[config.mk]
export PLATFORM = sky130hd
export DESIGN_NAME = wb_commit_unit
export DESIGN_NICKNAME = d
export VERILOG_FILES = /design/src/rtl/wb_commit_unit_pkg.sv /design/src/rtl/wb_fifo.sv /design/src/rtl/wb_commit_unit.sv
export SDC_FILE = /design/constraint.sdc
export NUM_CORES = 1
export LEC_CHECK = 0
export ABC_CLOCK_PERIOD_IN_PS = 2500
export BUFFER_PORTS_ARGS = -buffer_cell sky130_fd_sc_hd__buf_2
export CORE_ASPECT_RATIO = 2
export CORE_MARGIN = 4
export CORE_UTILIZATION = 51
export DETAILED_ROUTE_END_ITERATION = 6
export PLACE_DENSITY = 0.76
export SETUP_SLACK_MARGIN = 0.05
export SLEW_MARGIN = 20
export SYNTH_ARGS = -nofsm -noshare
export SYNTH_HDL_FRONTEND = slang
export SYNTH_SLANG_ARGS = --single-unit
[constraint.sdc]
create_clock -name clk -period 2.5 [get_ports clk]
set_input_delay 0.125 -clock clk [delete_from_list [all_inputs] [get_ports clk]]
set_output_delay 0.125 -clock clk [all_outputs]
set_load 0.005 [all_outputs]
[src/rtl/wb_commit_unit_pkg.sv]
// Shared constants and entry layout for the write-back commit unit.
package wb_commit_unit_pkg;

  localparam int WB_XLEN   = 32;
  localparam int WB_REG_AW = 5;
  localparam int WB_DEPTH  = 4;

  // A buffered commit is {rd, data}; data occupies the low bits.
  localparam int WB_ENTRY_W   = WB_REG_AW + WB_XLEN;
  localparam int WB_DATA_LSB  = 0;
  localparam int WB_DATA_MSB  = WB_XLEN - 1;
  localparam int WB_RD_LSB    = WB_XLEN;
  localparam int WB_RD_MSB    = WB_XLEN + WB_REG_AW - 1;

  typedef struct packed {
    logic [WB_REG_AW-1:0] rd;
    logic [WB_XLEN-1:0]   data;
  } wb_entry_t;

endpackage

[src/rtl/wb_fifo.sv]
// Single-clock synchronous FIFO holding pending register-file commits.
module wb_fifo
  import wb_commit_unit_pkg::*;
#(
  parameter int WIDTH = WB_ENTRY_W,
  parameter int DEPTH = WB_DEPTH
) (
  input  logic                       clk,
  input  logic                       reset,
  input  logic                       push,
  input  logic [WIDTH-1:0]           push_data,
  input  logic                       pop,
  output logic [WIDTH-1:0]           head_data,
  output logic [$clog2(DEPTH):0]     count,
  output logic                       full,
  output logic                       empty
);

  localparam int AW = $clog2(DEPTH);
  localparam logic [AW:0] FULL_COUNT = (AW + 1)'(DEPTH);

  logic [WIDTH-1:0] mem_q [DEPTH];
  logic [WIDTH-1:0] mem_d [DEPTH];
  logic [AW-1:0]    wr_ptr_q, wr_ptr_d;
  logic [AW-1:0]    rd_ptr_q, rd_ptr_d;
  logic [AW:0]      count_q, count_d;
  logic             push_ok;
  logic             pop_ok;

  assign full      = (count_q == FULL_COUNT);
  assign empty     = (count_q == '0);
  assign count     = count_q;
  assign head_data = mem_q[rd_ptr_q];

  // Guard push/pop against full/empty so the occupancy can never wrap.
  assign push_ok = push & ~full;
  assign pop_ok  = pop & ~empty;

  // Next-state: write at the tail, advance pointers, track occupancy.
  always_comb begin
    mem_d    = mem_q;
    wr_ptr_d = wr_ptr_q;
    rd_ptr_d = rd_ptr_q;
    count_d  = count_q;
    if (push_ok) begin
      mem_d[wr_ptr_q] = push_data;
      wr_ptr_d        = wr_ptr_q + 1'b1;
    end
    if (pop_ok) begin
      rd_ptr_d = rd_ptr_q + 1'b1;
    end
    case ({push_ok, pop_ok})
      2'b10:   count_d = count_q + 1'b1;
      2'b01:   count_d = count_q - 1'b1;
      default: count_d = count_q;
    endcase
  end

  // State registers; reset empties the FIFO and discards its contents.
  always_ff @(posedge clk) begin
    if (reset) begin
      mem_q    <= '{default: '0};
      wr_ptr_q <= '0;
      rd_ptr_q <= '0;
      count_q  <= '0;
    end else begin
      mem_q    <= mem_d;
      wr_ptr_q <= wr_ptr_d;
      rd_ptr_q <= rd_ptr_d;
      count_q  <= count_d;
    end
  end

endmodule

[src/rtl/wb_commit_unit.sv]
// Register-file writer: arbitrates LSU/ALU results into a commit FIFO,
// drives one write per cycle and keeps a per-register busy scoreboard.
module wb_commit_unit
  import wb_commit_unit_pkg::*;
#(
  parameter int XLEN   = WB_XLEN,
  parameter int REG_AW = WB_REG_AW,
  parameter int DEPTH  = WB_DEPTH
) (
  input  logic              clk,
  input  logic              reset,
  input  logic              issue_valid,
  input  logic [REG_AW-1:0] issue_rd,
  input  logic              alu_valid,
  input  logic [REG_AW-1:0] alu_rd,
  input  logic [XLEN-1:0]   alu_data,
  output logic              alu_ready,
  input  logic              lsu_valid,
  input  logic [REG_AW-1:0] lsu_rd,
  input  logic [XLEN-1:0]   lsu_data,
  output logic              lsu_ready,
  input  logic              wb_hold,
  output logic              rf_we,
  output logic [REG_AW-1:0] rf_waddr,
  output logic [XLEN-1:0]   rf_wdata,
  output logic [31:0]       busy_mask,
  output logic              fifo_full,
  output logic              fifo_empty
);

  localparam int ENTRY_W = REG_AW + XLEN;
  localparam int AW      = $clog2(DEPTH);
  localparam logic [AW:0] FULL_COUNT = (AW + 1)'(DEPTH);

  logic [ENTRY_W-1:0] push_entry;
  logic [ENTRY_W-1:0] head_entry;
  logic [AW:0]        fifo_count;
  logic               push;
  logic               pop;
  logic [REG_AW-1:0]  head_rd;
  logic [XLEN-1:0]    head_data;
  logic [31:0]        busy_q, busy_d;

  wb_fifo #(
    .WIDTH (ENTRY_W),
    .DEPTH (DEPTH)
  ) u_fifo (
    .clk       (clk),
    .reset     (reset),
    .push      (push),
    .push_data (push_entry),
    .pop       (pop),
    .head_data (head_entry),
    .count     (fifo_count),
    .full      (fifo_full),
    .empty     (fifo_empty)
  );

  assign head_rd   = head_entry[XLEN +: REG_AW];
  assign head_data = head_entry[XLEN-1:0];

  // Ready comes only from registered occupancy and lsu_valid (LSU has priority).
  assign lsu_ready = (fifo_count != FULL_COUNT);
  assign alu_ready = lsu_ready & ~lsu_valid;

  // Select the accepted producer; results for x0 complete but are not buffered.
  always_comb begin
    push       = 1'b0;
    push_entry = '0;
    if (lsu_valid && lsu_ready) begin
      push_entry = {lsu_rd, lsu_data};
      push       = (lsu_rd != '0);
    end else if (alu_valid && alu_ready) begin
      push_entry = {alu_rd, alu_data};
      push       = (alu_rd != '0);
    end
  end

  // Commit the FIFO head unless halted; nothing is written in a reset cycle.
  always_comb begin
    pop      = ~fifo_empty & ~wb_hold & ~reset;
    rf_we    = pop;
    rf_waddr = pop ? head_rd : '0;
    rf_wdata = pop ? head_data : '0;
  end

  // Scoreboard next-state: commit clears, a new issue sets (and wins), x0 stays 0.
  always_comb begin
    busy_d = busy_q;
    if (pop) begin
      busy_d[head_rd] = 1'b0;
    end
    if (issue_valid && (issue_rd != '0)) begin
      busy_d[issue_rd] = 1'b1;
    end
    busy_d[0] = 1'b0;
  end

  // Scoreboard register.
  always_ff @(posedge clk) begin
    if (reset) begin
      busy_q <= '0;
    end else begin
      busy_q <= busy_d;
    end
  end

  assign busy_mask = busy_q;

endmodule

=== After elaboration in Yosys (flattened, before gate mapping) ===
Index checks and enable logic that the tools add are counted.

* Flip-flop bits (word level): 187
* Bits in latches: 0
* RAM bits: 0
* Memory bits (read-only): 0
* Input port bits: 85
* Output and inout bits: 74
* Word-level logic and storage cells: 69
* Memories: 0

* Add/sub/neg operators: 4
* $mul: 0
* Div/mod/pow operators: 0
* Order comparisons: 7
* Equal/unequal tests: 4
* Shift-type cells: 0
* Muxes and demuxes: 19
* Bitwise logic cells: 15
* Reduce and logical (&&, ||, !) cells: 11

{| class="wikitable"
|+ Operator list
! kind !! number
|-
| $mux W37 || 5
|-
| $bwmux W148 || 1
|-
| $mux W32 || 3
|-
| $bmux W37 S2 || 1
|-
| $demux W37 S2 || 1
|-
| $and A32 B32 Y32 || 1
|-
| $not A32 Y32 || 1
|-
| $or A32 B32 Y32 || 1
|-
| $reduce_bool A5 Y1 || 3
|-
| $lt A5 B6 Y1 const B || 2
|-
| $demux W1 S5 || 2
|-
| $ge A5 B1 Y1 const B || 2
|-
| $ge A3 B3 Y1 const B || 2
|-
| $logic_and A1 B1 Y1 || 6
|-
| $not A2 Y3 || 2
|-
| $pmux W3 S2 || 1
|-
| $and A1 B1 Y1 || 5
|-
| $mux W5 || 1
|-
| $not A1 Y1 || 5
|-
| $add A2 B1 Y2 const B || 2
|-
| $mux W1 || 4
|-
| $add A3 B1 Y3 const B || 1
|-
| $eq A3 B3 Y1 const B || 1
|-
| $logic_not A3 Y1 || 1
|-
| 6 further kinds || 6
|}

=== Logic depth before layout (Yosys ltp) ===
Gate-level depths: netlist (run 1).

* Depth in word-level cells: 13
* Gate-level depth with buffers: 11
* Mapped depth without buffers: 10

=== Modules after synthesis ===
Synthesis (run 1) repeated with hierarchy kept, for this count alone.

* Cell total of the unflattened synthesis: 875
* Area total of the unflattened synthesis: 9281.4 µm²

{| class="wikitable"
|+ By module, submodules not included
! module !! instances !! cells an instance !! area an instance (µm²) !! sequential area each (µm²)
|-
| wb_fifo || 1 || 615 || 7194.4 || 3103.0
|-
| wb_commit_unit || 1 || 260 || 2087.0 || 620.6
|}

=== Worst setup path after synthesis (run 1) ===
Ideal clock, no wire load.

* Path kind: register -> register
* Start: reg u_fifo.count_q[0] (netlist: u_fifo.count[0])
* End: reg u_fifo.count_q[2] (netlist: u_fifo.count[2])
* Data arrival time: 2.399 ns
* Path slack: 0.030 ns
* Stages on the path, launching flop included: 12
* Path buffers: 1
* Path through: dfxtp_1 > or3b_2 > clkbuf_1 > inv_2 > a211oi_1 > inv_1 > ha_1 > inv_1 > fa_1 > xor2_1 > or3_1 > a21oi_1

* Word-level cells in the longest chain between the ends: 8

{| class="wikitable"
|+ Ends and longest elaborated chain
! what !! line !! RTL
|-
| start: declaration || wb_fifo.sv:26 || <nowiki>logic [AW:0] count_q, count_d;</nowiki>
|-
| start signal: assignment || wb_fifo.sv:70 || <nowiki>count_q <= count_d;</nowiki>
|-
| $ne A3 B3 Y1 || wb_commit_unit.sv:63 || <nowiki>assign lsu_ready = (fifo_count != FULL_COUNT);</nowiki>
|-
| $and A1 B1 Y1 || wb_commit_unit.sv:64 || <nowiki>assign alu_ready = lsu_ready & ~lsu_valid;</nowiki>
|-
| $logic_and A1 B1 Y1 || wb_commit_unit.sv:73 || <nowiki>end else if (alu_valid && alu_ready) begin</nowiki>
|-
| $mux W1 || wb_commit_unit.sv:73 ||
|-
| $mux W1 || wb_commit_unit.sv:70 || <nowiki>if (lsu_valid && lsu_ready) begin</nowiki>
|-
| $and A1 B1 Y1 || wb_fifo.sv:36 || <nowiki>assign push_ok = push & ~full;</nowiki>
|-
| $eq A2 B1 Y1 or $eq A2 B2 Y1 (tied branches) || wb_fifo.sv:52 || <nowiki>case ({push_ok, pop_ok})</nowiki>
|-
| $pmux W3 S2 or $reduce_bool A2 Y1 (tied branches) || n/a ||
|}

Parallel ways exist; a longest one is shown, timed or not.
A chain may end at the register's enable or synchronous reset.

=== Worst setup path after layout (run 1) ===
Same ends and word-level chain as after synthesis.

==> impl_metrics.tcl, run 1 <==
set metrics [dict create \
    status "complete, no violations" \
    clock_skew_ps 11.8 \
    cp-end-kind "flip-flop" \
    syn_nets 1051 \
    setup_violations 0 \
    synth_area_um2 9380 \
    globalplace.congestion 0.838 \
    syn_avg_cell_area_um2 9.77 \
    crit_type "reg2reg" \
    cts_resized 0 \
    vias_per_cell 5.77 \
    cts_setup_buffers 0 \
    async_flop_share_pct 0 \
    reg2regPathDepth 10 \
    fmax_ghz 0.432 \
    clockRootBuffer "clkbuf_16" \
    design.portCount 159 \
    cts_buffers 17 \
    final_util_pct 60.9 \
    hold_start "issue_rd[4]" \
    area_delta_synth_final_pct 16.6 \
    hold_depth 4 \
    grt_first_pass_wirelength_um 39800 \
    dp_hpwl_um 16400 \
    h-tree-depth 4 \
    synthTopCellsByCount "186 x dfxtp_1, 150 x nand2b_1, 149 x mux2i_1, 73 x and3_1, 72 x nand2_1" \
    track_usage_pct 23.9 \
    hold_path.class "in2reg" \
    portBuffers 157 \
    synth_top_area_cell "dfxtp_1" \
    p_leak_uw 0.00453 \
    critPathArrivalTime_ps 2670 \
    ys_seq_area_share_pct 39.7 \
    gr-total-overflow 0 \
    num-nets-final 1168 \
    worst_pin_slew_ps 775 \
    drt-wirelength-per-cell_um 18.8 \
    cts_tree "done" \
    ir_drop_v 0.000661 \
    die_h_um 200 \
    vias 7518 \
    remaining_drc_errors 0 \
    ys_types 41 \
    tns_ps 0 \
    reg2reg_from "u_fifo.count[0]$_SDFFE_PP0P_" \
    worstSetupStartpoint "u_fifo.count[0]$_SDFFE_PP0P_" \
    drt_pass1_iterations 5 \
    ys_ff_latch 186 \
    maxCapViolations 0 \
    r2r_slack_ps 180 \
    final-seq-area_um2 3730 \
    worstReg2RegEnd "u_fifo.count[2]$_SDFFE_PP0P_" \
    wl_um 24500 \
    grt_pass1_vias 7945 \
    hold_path_end "busy_mask[1]$_SDFF_PP0_" \
    yosysMostFrequentCell "dfxtp_1" \
    start_util_pct 52.2 \
    drive_above_1_share_pct 24.0 \
    numClockSinks 186 \
    powerDensity_nw_per_um2 737 \
    period_share_pct 92.7 \
    clk_pin_slew_ps 80 \
    period_minus_slack_ps 2320 \
    critPathMaxFanout 4 \
    slew-limit-headroom_pct 48.3 \
    multi_input_area_um2 5290 \
    grt_max_degree 227 \
    die-area_um2 20800 \
    clkLatencyLatePin_ps 440 \
    synth.area.top_cells "dfxtp_1 40%, mux2i_1 16%, nand2b_1 10%" \
    rsz0062_at_grt "false" \
    core_um2 18000 \
    hold_violations 0 \
    diodes 0 \
    cts_hold_buf 0 \
    drt_iter0_markers 369 \
    ys.flop_type "dfxtp_1" \
    fill_cells 1526 \
    antenna_found_initial 0 \
    clock_path_buffers 2 \
    die_x_um 104 \
    row_count 69 \
    synth_top_area_share_pct 39.7 \
    p_total_uw 8060 \
    postRouteAntennaNets 0 \
    drv_slew 0 \
    start_kind "flip-flop" \
    synth_edf_count 0 \
    required_ps 2860 \
    synthesis.instances 960 \
    ys_warn_count 0 \
]
## worst max-delay path, cell delays in order (launching register included)
cell,delay (ps)
dfxtp_1,340
or3b_2,500
inv_2,70
a211oi_1,50
inv_1,70
ha_1,160
inv_1,60
fa_1,370
xor2_1,150
or3_1,300
a21oi_1,150
## area by class of cell
class	instances	area share, %
inverters	9	0.309
well taps	213	2.44
flip-flops and latches	186	34.1
repair buffers	181	9.66
multi-input cells	682	48.4
clock buffers	18	3.92
clock inverters	13	1.25
## worst max-delay path by stage
stage                                   end  slack (ps)  cells past startpoint
5_1_grt        u_fifo.count[2]$_SDFFE_PP0P_          50                     10
3_5_place_dp   u_fifo.count[2]$_SDFFE_PP0P_           1                     11
2_1_floorplan  u_fifo.count[2]$_SDFFE_PP0P_          70                     11
6_report       u_fifo.count[2]$_SDFFE_PP0P_         180                     10
4_1_cts        u_fifo.count[2]$_SDFFE_PP0P_         190                     10
3_3_place_gp   u_fifo.count[2]$_SDFFE_PP0P_          90                     11
## placed cells by master, fill, tap and decap left out, types with 4 or more instances in the layout
cell type,synthesis,final
a21oi_1,33,33
nor2_1,14,13
nand4_1,4,4
inv_1,7,7
nor3b_1,4,4
buf_4,13,18
o21bai_1,34,34
nand3_1,5,5
a211oi_4,0,4
nand2_1,72,72
mux2i_1,149,149
inv_6,0,4
nand2b_1,150,150
buf_2,15,156
clkbuf_16,0,17
mux4_2,37,37
buf_12,0,7
ha_1,5,5
and3_1,73,73
dfxtp_1,186,184
nor3_1,36,36
o21ai_0,29,29
## cells by family after synthesis
| group | after synthesis | share of synthesized area (%) |
|---|---|---|
| DFF | 186 | 39.7 |
| and+or+nand+nor | 376 | 22.6 |
| buffers and inverters | 92 | 4.48 |
| muxes | 187 | 24.9 |
| AOI/OAI and AO/OA | 108 | 7.02 |
| adders and majority gates | 6 | 0.880 |
| xor gates and xnor gates | 4 | 0.374 |
| other | 1 | 0.0400 |
## power breakdown
group / internal (uW) / switching [uW] / leakage, uW
logic: 896 / 1170 / 0.00276
clock network: 1400 / 1220 / 0.000268
registers: 3230 / 154 / 0.00151
## through the flow
| stage | hold slack (ps) | instance area, um2 | worst slack [ps] | cells |
|---|---|---|---|---|
| 4_1_cts | 76.7 | 10900 | 188 | 1302 |
| 3_3_place_gp | 455 | 10400 | 94.5 | 1271 |
| 3_5_place_dp | 459 | 10400 | 1.11 | 1271 |
| 2_1_floorplan | 322 | 9380 | 66.7 | 960 |
| 6_report | 99.6 | 10900 | 183 | 1302 |
| 5_1_grt | 120 | 10900 | 50.8 | 1302 |
## per-layer routing
layer | track usage (%) | up-vias | wire, um
met5 | 0 | - | 0
met4 | 9.81 | 0 | 595
met3 | 3.51 | 36 | 1020
met2 | 44.1 | 227 | 12800
met1 | 27.7 | 3670 | 10100
li1 | - | 3585 | -
## flip-flops by register name, indices dropped and copies added (netlist names)
signal	flops
u_fifo.wr_ptr_q	2
u_fifo.count	3
busy_mask	31
u_fifo.rd_ptr_q	2
u_fifo.mem_q	148
Power figures use the tool's default switching activity.
==> inputs of run 2 (changes only) <==
--- a/config.mk
+++ b/config.mk
@@ -6,11 +6,11 @@
 export NUM_CORES = 1
 export LEC_CHECK = 0
 export ABC_CLOCK_PERIOD_IN_PS = 2500
-export BUFFER_PORTS_ARGS = -buffer_cell sky130_fd_sc_hd__buf_2
 export CORE_ASPECT_RATIO = 2
 export CORE_MARGIN = 4
-export CORE_UTILIZATION = 51
+export CORE_UTILIZATION = 58
 export DETAILED_ROUTE_END_ITERATION = 6
+export DONT_BUFFER_PORTS = 1
 export PLACE_DENSITY = 0.76
 export SETUP_SLACK_MARGIN = 0.05
 export SLEW_MARGIN = 20
==> run 2 against run 1 <==
Flip-flop and latch count unchanged; via count decreased by 7.6%; non-clock buffer count decreased by 150; worst setup slack got worse by 22 ps; register-to-register slack got worse by 20 ps; critical path depth decreased by 1; final cell count decreased by 12%; first-iteration DRC count decreased by 6.8%; critical path type unchanged; critical endpoint unchanged; highest routed layer unchanged.
==> impl_metrics.tcl, run 2 (synthesized netlist as in run 1, its figures left out) <==
set metrics [dict create \
    status "complete, no violations" \
    final_util_pct 64.2 \
    cts_tree "done" \
    vias 6946 \
    cts_buffers 17 \
    p_leak_uw 0.00384 \
    clk_pin_slew_ps 70 \
    drt_pass1_iterations 5 \
    maxCapViolations 0 \
    required_ps 2840 \
    remaining_drc_errors 0 \
    hold_path.class "in2reg" \
    slew-limit-headroom_pct 51.6 \
    post-place-ws_ps 91.6 \
    setup_ws_ps 161 \
    grt_pass1_vias 7204 \
    die_x_um 97.9 \
    portBuffers 0 \
    drv_slew 0 \
    die-area_um2 18400 \
    design.portCount 159 \
    h-tree-depth 4 \
    setup_violations 0 \
    track_usage_pct 26.3 \
    drt-wirelength-per-cell_um 21.1 \
    start_util_pct 59.1 \
    reg2regPathDepth 9 \
    core_um2 15900 \
    worstReg2RegEnd "u_fifo.count[2]$_SDFFE_PP0P_" \
    vias_per_cell 6.09 \
    period_share_pct 93.6 \
    layout_common_cells "183 x dfxtp_1, 150 x nand2b_1, 149 x mux2i_1" \
    cp-end-kind "flip-flop" \
    drt_iter0_markers 344 \
    rsz0062_at_grt "false" \
    grt_first_pass_wirelength_um 38500 \
    powerDensity_nw_per_um2 779 \
    wl_um 24100 \
    die_h_um 188 \
    hold_start "reset" \
    largest_reg_flops 148 \
    worstPathCellList "or3_1, inv_1, nor2_1, ha_2, inv_1, fa_1, xor2_1, or3_1, a21oi_1" \
    slowest_stage "dfxtp_1" \
    period_minus_slack_ps 2340 \
    numClockSinks 186 \
    drive_above_1_share_pct 11.7 \
    num-nets-final 1018 \
    reg2reg_from "u_fifo.count[0]$_SDFFE_PP0P_" \
    dp_hpwl_um 15600 \
    crit_type "reg2reg" \
    fill_cells 1294 \
    hold_depth 2 \
    fmax_ghz 0.427 \
    layout_commonest_cell "dfxtp_1" \
    start_kind "flip-flop" \
    gr-total-overflow 0 \
    clock_path_buffers 2 \
    diodes 0 \
    area_delta_synth_final_pct 8.48 \
    antenna_found_initial 0 \
    clkLatencyLatePin_ps 430 \
    critPathArrivalTime_ps 2680 \
    cp_slowest_stage_delay_ps 390 \
    worst_pin_slew_ps 723 \
    grt_max_degree 190 \
    hold_violations 0 \
    postRouteAntennaNets 0 \
    ir_drop_v 0.000570 \
    clock_skew_ps 16.5 \
    globalplace.congestion 0.902 \
    critPathMaxFanout 6 \
    clockRootBuffer "clkbuf_16" \
    r2r_slack_ps 160 \
    tns_ps 0 \
    row_count 65 \
    top_register "u_fifo.mem_q" \
    hold_path_end "u_fifo.mem_q[120]$_SDFFE_PP0P_" \
]
## run 2: routing by layer
layer,part of all wire (%),track usage [%],vias to the layer above
li1,-,-,3284
met1,38,30.7,3393
met2,53,47.6,233
met3,6.4,5.14,36
met4,2.2,8.43,0
met5,0,0,-
## run 2: what timing repair did
item	4_1_cts	5_1_grt
hold buffers	6	0
resized for setup	0	3
setup endpoints to repair	0	1
setup buffers	0	0
hold endpoints to repair	186	0
## run 2: worst max path at each step
stage / startpoint / end / slack [ps] / cells after the start
global route: u_fifo.count[0]$_SDFFE_PP0P_ / u_fifo.count[2]$_SDFFE_PP0P_ / 70 / 9
floorplan: u_fifo.count[0]$_SDFFE_PP0P_ / u_fifo.count[2]$_SDFFE_PP0P_ / 70 / 11
global placement: lsu_rd[1] / u_fifo.count[2]$_SDFFE_PP0P_ / 170 / 10
detailed placement: lsu_rd[1] / u_fifo.count[2]$_SDFFE_PP0P_ / 90 / 10
finish: u_fifo.count[0]$_SDFFE_PP0P_ / u_fifo.count[2]$_SDFFE_PP0P_ / 160 / 9
CTS: u_fifo.count[0]$_SDFFE_PP0P_ / u_fifo.count[2]$_SDFFE_PP0P_ / 150 / 10
## run 2: where the power goes
group,total (uW),switching [uW],internal [uW],leakage [uW]
Sequential,3380,158,3230,0.00151
Combinational,1910,1110,806,0.00205
Clock,2620,1250,1380,0.000285
Total,7920,2520,5410,0.00384
## run 2: metrics by stage
stage	hold slack (ps)	power (uW)	std cells	instance area (um2)
after global routing	5.59	8250	1141	10200
after detailed placement	210	5290	1103	9510
final	11.5	7920	1141	10200
after CTS	0.108	7950	1141	10200
after floorplan	322	4840	960	9380
after global placement	207	5240	1103	9510
## run 2: worst max-delay path: cells and delay by family, from the launching register on
| kind | cells | cell delay [ps] |
|---|---|---|
| AO/OA/AOI/OAI | 1 | 150 |
| flip-flops | 1 | 390 |
| buffers and inverters | 2 | 180 |
| adder cells (fa/ha/maj) | 2 | 620 |
| XOR/XNOR | 1 | 160 |
| AND/OR/NAND/NOR | 3 | 760 |
## run 2: layout make-up
class | count | area [um2] | share of cell area [%]
timing repair buffer | 31 | 290 | 2.85
clock buffer | 19 | 453 | 4.45
clock inverter | 13 | 126 | 1.24
inverter | 9 | 33.8 | 0.332
tap | 201 | 251 | 2.47
multi-input combinational | 682 | 5290 | 52.0
sequential | 186 | 3730 | 36.6
==> inputs of run 3 (changes only) <==
--- a/config.mk
+++ b/config.mk
@@ -7,7 +7,7 @@
 export LEC_CHECK = 0
 export ABC_CLOCK_PERIOD_IN_PS = 2500
 export CORE_ASPECT_RATIO = 2
-export CORE_MARGIN = 4
+export CORE_MARGIN = 2
 export CORE_UTILIZATION = 58
 export DETAILED_ROUTE_END_ITERATION = 6
 export DONT_BUFFER_PORTS = 1
==> run 3 against run 2 <==
Clock-buffer cell count did not move; design area barely moved; sequential share of layout area barely moved; first-iteration DRC count rose by 35%; worst hold slack improved by 8.4 ps; global-route usage rose by 2.1 points; routed wire length fell by 0.32%; clock power rose by 3%; worst setup slack improved by 20 ps; die area fell by 6.1%; non-clock buffer count rose by 1; via count rose by 1.1%.
==> impl_metrics.tcl, run 3 (synthesized netlist as in run 1, its figures left out) <==
set metrics [dict create \
    h-tree-depth 4 \
    setup_violations 0 \
    p_leak_uw 0.00384 \
    hold_path.class "in2reg" \
    design.portCount 159 \
    cp_common_cell "inv_1" \
    fill_cells 1297 \
    clock_skew_ps 11.2 \
    vias 7024 \
    clock_path_buffers 2 \
    worst_pin_slew_ps 821 \
    cts_tree "done" \
    remaining_drc_errors 0 \
    cp-end-kind "flip-flop" \
    powerDensity_nw_per_um2 781 \
    maxCapViolations 0 \
    hold_violations 0 \
    seq_power_share_pct 42.6 \
    tns_ps 0 \
    rsz0062_at_grt "false" \
    power_frac_clock_pct 33.8 \
    cts_buffers 17 \
    final-seq-area_um2 3730 \
    postPlaceCellArea_um2 9490 \
    die_h_um 184 \
    fmax_ghz 0.431 \
    globalplace.congestion 0.793 \
    final_util_pct 64.5 \
    intPower_uw 5470 \
    numClockSinks 186 \
    gr-total-overflow 0 \
    period_minus_slack_ps 2320 \
    drv_slew 0 \
    start_kind "flip-flop" \
    clockRootBuffer "clkbuf_16" \
    cp_slowest_stage_delay_ps 490 \
    clk_pin_slew_ps 70 \
    area_delta_synth_final_pct 8.54 \
    die-area_um2 17300 \
    die_x_um 93.9 \
    grt_pass1_vias 7228 \
    drt-wirelength-per-cell_um 21.0 \
    dp_hpwl_um 15500 \
    required_ps 2870 \
    diodes 0 \
    grt_max_degree 191 \
    dr_wl_met3_um 1450 \
    clkLatencyLatePin_ps 440 \
    critPathArrivalTime_ps 2690 \
    critPathMaxFanout 4 \
    cts_resized 0 \
    slew-limit-headroom_pct 45.1 \
    status "complete, no violations" \
    multi_input_area_um2 5290 \
    switching_share_pct 31.2 \
    track_usage_pct 28.3 \
    combPwrFrac_pct 23.6 \
    slowest_stage "or3b_2" \
    start_util_pct 59.5 \
    row_count 65 \
    largest_reg_flops 148 \
    grt_first_pass_wirelength_um 37700 \
    vias_per_cell 6.15 \
    layout_common_cells "184 x dfxtp_1, 150 x nand2b_1, 149 x mux2i_1" \
    postRouteAntennaNets 0 \
    worstPathCellList "or3b_2, inv_2, a211oi_1, inv_1, ha_1, inv_1, fa_1, xor2_1, or3_1, a21oi_1" \
    layout_commonest_cell "dfxtp_1" \
    wl_met2_um 12900 \
    top_register "u_fifo.mem_q" \
    ir_drop_v 0.000532 \
    num-nets-final 1019 \
    wl_um 24000 \
    m1WireLength_um 9190 \
    crit_type "reg2reg" \
    drt_iter0_markers 463 \
    drt_pass1_iterations 6 \
    period_share_pct 92.8 \
    antenna_found_initial 0 \
    core_um2 15800 \
    p_sw_uw 2480 \
    top_layer "met4" \
    fin_area_um2 10200 \
    drive_above_1_share_pct 11.3 \
    portBuffers 0 \
]
[run 3: worst paths after layout]
path | startpoint | end | slack [ps] | depth (start not counted)
setup / recovery | u_fifo.count[2]$_SDFFE_PP0P_ | u_fifo.count[2]$_SDFFE_PP0P_ | 180 | 10
hold / removal | reset | u_fifo.mem_q[116]$_SDFFE_PP0P_ | 20 | 2
setup reg to reg | u_fifo.count[2]$_SDFFE_PP0P_ | u_fifo.count[2]$_SDFFE_PP0P_ | 180 | 10
hold reg to reg | u_fifo.mem_q[115]$_SDFFE_PP0P_ | u_fifo.mem_q[115]$_SDFFE_PP0P_ | 470 | 2
[run 3: stage by stage]
step	std cells	worst slack (ps)	hold WS [ps]	total power (uW)
2_1_floorplan	960	66.7	322	4840
3_3_place_gp	1101	189	207	5220
3_5_place_dp	1101	149	211	5260
4_1_cts	1142	179	1.90	8000
5_1_grt	1142	60.0	13.0	8300
6_report	1142	181	19.9	7950
[run 3: critical path: cells and delay by family, from the launching register on]
family	cells	cell delay, ps
and+or+nand+nor	2	800
adders and majority gates	2	550
DFF	1	360
buffers and inverters	3	200
AOI/OAI and AO/OA	2	180
xor gates and xnor gates	1	150
[run 3: power by group through the flow]
stage / clock network [uW] / logic (uW) / registers [uW]
finish: 2690 / 1870 / 3390
global route: 2860 / 2020 / 3410
CTS: 2740 / 1880 / 3380
detailed placement: 0 / 1810 / 3450
global placement: 0 / 1780 / 3440
floorplan: 0 / 1460 / 3390
[run 3: cell type report]
cell class | instances | share of cell area [%]
repair buffers | 32 | 2.88
flip-flops and latches | 186 | 36.6
inverters | 9 | 0.332
well taps | 201 | 2.47
clock inverters | 13 | 1.33
clock buffers | 19 | 4.45
multi-input cells | 682 | 51.9
[run 3: repair_timing]
action / 4_1_cts / 5_1_grt
hold buffers: 9 / 0
hold endpoints to repair: 186 / 0
buffers inserted: 0 / 0
[run 3: layer usage]
metal | up-vias | global-route usage (%)
met5 | - | 0
li1 | 3292 | -
met1 | 3456 | 31.6
met4 | 0 | 9.80
met2 | 240 | 51.9
met3 | 36 | 6.31
